`config.mk`:
```
export PLATFORM = sky130hd
export DESIGN_NAME = program_loader
export DESIGN_NICKNAME = d
export VERILOG_FILES = /design/src/rtl/program_loader.sv
export SDC_FILE = /design/constraint.sdc
export NUM_CORES = 1
export LEC_CHECK = 0
export ABC_CLOCK_PERIOD_IN_PS = 2350
export BUFFER_PORTS_ARGS = -buffer_cell sky130_fd_sc_hd__buf_2
export CORE_MARGIN = 5
export CORE_UTILIZATION = 50
export CTS_CLUSTER_SIZE = 24
export DETAILED_ROUTE_END_ITERATION = 8
export MAX_ROUTING_LAYER = met4
export PLACE_DENSITY = 0.72
export SLEW_MARGIN = 10
export SYNTH_ARGS = -nofsm -noshare
export SYNTH_HDL_FRONTEND = slang
export SYNTH_SLANG_ARGS = --single-unit
```
`constraint.sdc`:
```
create_clock -name clk -period 2.35 [get_ports clk]
set_input_delay 0.5875 -clock clk [delete_from_list [all_inputs] [get_ports clk]]
set_output_delay 0.5875 -clock clk [all_outputs]
set_load 0.01 [all_outputs]
```
`src/rtl/program_loader.sv`:
```
// program_loader: assembles a little-endian byte stream into 32-bit words,
// writes them to instruction ROM and releases the CPU once the image is loaded.
module program_loader #(
    parameter int ROM_ADDRESS_BITWIDTH = 12
) (
    input  logic                            clk,
    input  logic                            reset,
    input  logic [7:0]                      in_data,
    input  logic                            in_valid,
    output logic                            in_ready,
    input  logic                            restart,
    output logic                            rom_wren,
    output logic [ROM_ADDRESS_BITWIDTH-1:0] rom_address,
    output logic [31:0]                     rom_write_data,
    output logic                            cpu_reset_n,
    output logic                            done,
    output logic                            error,
    output logic [31:0]                     word_count
);
    typedef enum logic [1:0] {S_HEADER, S_LOAD, S_DONE, S_ERROR} state_t;
    localparam logic [31:0] CAPACITY = 32'd1 << (ROM_ADDRESS_BITWIDTH - 2);
    state_t                          r_state, w_next;
    logic [1:0]                      r_byte_idx;
    logic [23:0]                     r_asm;
    logic [31:0]                     r_len, r_word_count, r_wdata;
    logic [ROM_ADDRESS_BITWIDTH-1:0] r_addr;
    logic                            r_wren, r_done, r_error, r_cpu_rst_n;
    logic                            w_accept, w_last, w_finish;
    logic [31:0]                     w_word;
    assign w_accept = in_valid && in_ready;
    assign w_last   = w_accept && (r_byte_idx == 2'd3);
    assign w_word   = {in_data, r_asm};
    assign w_finish = (r_state == S_DONE || r_state == S_ERROR) && restart;
    always_ff @(posedge clk) begin
        if (reset) r_state <= S_HEADER;
        else       r_state <= w_next;
    end
    always_comb begin
        w_next = r_state;
        case (r_state)
            S_HEADER: if (w_last) w_next = (w_word == 32'd0) ? S_DONE :
                                           (w_word > CAPACITY) ? S_ERROR : S_LOAD;
            S_LOAD:   if (r_word_count == r_len) w_next = S_DONE;
            default:  if (restart) w_next = S_HEADER;
        endcase
    end
    always_comb begin
        in_ready = (r_state == S_HEADER) || (r_state == S_LOAD);
    end
    // Bytes enter at the top so byte 0 ends up in the low lane of the word.
    always_ff @(posedge clk) begin
        if (reset) begin
            r_byte_idx   <= '0;
            r_asm        <= '0;
            r_len        <= '0;
            r_word_count <= '0;
            r_wdata      <= '0;
            r_addr       <= '0;
            r_wren       <= 1'b0;
            r_done       <= 1'b0;
            r_error      <= 1'b0;
            r_cpu_rst_n  <= 1'b0;
        end else begin
            r_wren <= w_last && (r_state == S_LOAD);
            if (w_accept) begin
                r_byte_idx <= r_byte_idx + 2'd1;
                r_asm      <= {in_data, r_asm[23:8]};
            end
            if (w_last && r_state == S_HEADER) begin
                r_len        <= w_word;
                r_word_count <= '0;
            end
            if (w_last && r_state == S_LOAD) begin
                r_wdata      <= w_word;
                r_addr       <= {r_word_count[ROM_ADDRESS_BITWIDTH-3:0], 2'b00};
                r_word_count <= r_word_count + 32'd1;
            end
            if (w_finish) begin
                r_word_count <= '0;
                r_byte_idx   <= '0;
            end
            r_done      <= (w_next == S_DONE);
            r_error     <= (w_next == S_ERROR);
            r_cpu_rst_n <= (w_next == S_DONE);
        end
    end
    assign rom_wren       = r_wren;
    assign rom_address    = r_addr;
    assign rom_write_data = r_wdata;
    assign cpu_reset_n    = r_cpu_rst_n;
    assign done           = r_done;
    assign error          = r_error;
    assign word_count     = r_word_count;
endmodule

```
==> results.cfg <==
[die]
io-pin-count = 93
core_area_um2 = 10900
num_rows = 38
die_x_um = 116
dieHeight_um = 116
die_area_um2 = 13500
start_util_pct = 51.4

[global_routing]
grt_max_degree = 76
grt_pass1_vias = 5037
antenna_found_initial = 0
grt_pass1_wl_mm = 25.2
grt_usage_pct = 24.6
gr-total-overflow = 0

[detailed_routing]
drt_iter0_drc = 330
wirelength_mm = 15.2
vias_per_cell = 5.44
drtPass1Iterations = 7
drt-wirelength-per-cell_um = 16.1
drcViolationCount = 0
vias = 5109
drtAntennaViolNets = 0

[logic_synthesis]
netlist_area_um2 = 5620
synth_xor_area_share_pct = 8.10
synth_fa_ha_area_share_pct = 0.445
async_reset_ff_share_pct = 0
netlist_instances = 706
synth_area_leader_cell = dfxtp_1
avgSynthCellArea_um2 = 7.96
synth_simple_gate_area_share_pct = 26.2
yosysTopAreaCellShare_pct = 48.8
synth_compound_area_share_pct = 12.6
synth_edf_count = 0
synth_mux_area_share_pct = 0
synth.top_cells.by_area = dfxtp_1 49%, nand2_1 14%, a21oi_1 10%, xor2_1 6.5%, clkbuf_1 2.2%
synth_ff_type = dfxtp_1
yosysWarnings = 0
synth_top_family_by_area = simple AND/OR/NAND/NOR gates
seq_area_frac_synth_pct = 48.8
synth.distinct_cells = 42
ys_ff_latch = 137

[sta]
period_minus_slack_ns = 1.99
rsz0062_at_grt = false
slew_headroom_pct = 49.5
min_period_over_period_pct = 84.9
timing_hold_violations_final = 0
finalSetupViolations = 0
worst_pin_slew_ns = 0.758
slew_violations = 0
max_freq_mhz = 501
finClkSkew_ns = 0.00720
fin_setup_tns_ns = 0

[clocking]
hold_buffers = 0
path_clk_slew_ns = 0.05
numCtsBuffers = 17
postCtsSetupBuffers = 0
cts_sinks = 137
root_buffer = clkbuf_16
cts_tree = built
h-tree-depth = 4
cts_buffer_depth = 2
ctsResizeCount = 0
clock_latency_ns = 0.42

[cells_and_area]
fin_util_pct = 62.1
num_antenna_cells = 0
drive_gt1_share_pct = 18.6
layout.nets = 806
multi_input_area_um2 = 2680
fillers = 1004
seq_area_um2 = 2740
areaGrowthSynthToFinish_pct = 20.8

[worst_setup_path]
cp_data_required_time_ns = 2.70
max_stage_delay_ns = 0.51
cp_max_fo = 7
crit_arrival_ns = 2.34
path_class = reg2reg
critical_path.slowest_cell = dfxtp_1
critPathLaunchType = flip-flop
crit_chain = and4_4 > and4_1 > nand4_1 > or3_1 > a21oi_1
crit_path_end_kind = flip-flop

[place]
numPortBuffers = 90
gp_congestion = 0.922
dp_hpwl_mm = 10.8

[power_and_ir_drop]
p_leak_nw = 2.85
power_density_nw_per_um2 = 734
vdd_drop_max_mv = 0.525

[min_path]
min_path_type = in2reg

[outcome]
outcome = finished, final reports clean

[flow_run]
cap_violations = 0
-- where the power goes --
group          total [W]  leakage, nW  switching (W)  internal (W)
Clock            0.00245        0.266       0.000921       0.00153
Sequential       0.00238         1.11      0.0000295       0.00235
Combinational   0.000156         1.47       0.000109     0.0000463
-- sequential cells by signal (all words and copies together), names as in the netlist --
signal	flops
r_len	32
rom_write_data	32
word_count	32
r_asm	24
rom_address	10
r_byte_idx	2
r_state	2
cpu_reset_n	1
error	1
rom_wren	1
-- metrics by stage --
| step | cell area, µm² | power (W) | hold WS, ns | cells | worst slack [ns] |
|---|---|---|---|---|---|
| after floorplan | 5620 | 0.00252 | 0.440 | 707 | 0.592 |
| after global placement | 6260 | 0.00257 | 0.440 | 913 | 0.349 |
| after detailed placement | 6260 | 0.00258 | 0.444 | 913 | 0.331 |
| after CTS | 6790 | 0.00501 | 0.441 | 940 | 0.361 |
| after global routing | 6790 | 0.00516 | 0.448 | 940 | 0.217 |
| final | 6790 | 0.00498 | 0.448 | 940 | 0.356 |
-- cells by family (layout without fill, tap and decap cells) --
group,after synthesis,after routing
buffers and inverters,50,143
and+or+nand+nor,327,327
DFF,137,137
AOI/OAI and AO/OA,137,137
adders and majority gates,2,2
xor gates and xnor gates,52,52
other,1,2
-- worst paths after layout --
path	to	slack [ns]	cells after the start	start
max	word_count[30]	0.36	5	word_count[13]
min	r_len[25]	0.45	3	in_data[1]
max reg2reg	word_count[30]	0.36	5	word_count[13]
min reg2reg	rom_address[2]	0.45	2	rom_address[2]
-- final cells by class --
cell class / count / share of cell area [%]
inverters: 6 / 0.332
clock inverters: 4 / 0.663
clock buffers: 23 / 7.19
flip-flops and latches: 137 / 40.4
multi-input cells: 520 / 39.4
well taps: 140 / 2.58
repair buffers: 110 / 9.40
-- critical path: cells and delay by family, from the launching register on --
family / cells / cell delay, ns
AOI/OAI and AO/OA: 1 / 0.14
DFF: 1 / 0.51
and+or+nand+nor: 4 / 1.27
-- cell usage after synthesis (6+ instances only) --
master,count
xor2_1,42
nand3_1,11
o21ai_0,10
dfxtp_1,137
a21oi_1,117
xnor2_1,10
clkbuf_1,33
nor4_1,16
nor3_1,9
nand4_1,15
nor2_1,33
inv_1,6
nand2_1,217
-- cells in the final DEF, fill, tap and decap left out, types with 3 or more instances in the layout --
| cell type | n |
|---|---|
| nand2_1 | 217 |
| dfxtp_1 | 137 |
| a21oi_1 | 117 |
| buf_2 | 90 |
| xor2_1 | 42 |
| nor2_1 | 31 |
| clkbuf_16 | 17 |
| buf_4 | 17 |
| nor4_1 | 16 |
| nand4_1 | 15 |
| nand3_1 | 11 |
| xnor2_1 | 10 |
| o21ai_0 | 10 |
| nor3_1 | 9 |
| inv_1 | 6 |
| and3_1 | 5 |
| or3_1 | 5 |
| clkbuf_8 | 4 |
| a31oi_1 | 3 |
| clkinv_2 | 3 |
| buf_12 | 3 |
-- metal layers --
metal  track usage [%]  vias up  routed length (µm)
met4              11.9        0                 515
met2              36.0      173                6740
met1              32.3     2371                7020
li1                  -     2524                   -
met5                 -        -                   0
met3              5.17       41                 899
Power figures use the tool's default switching activity.
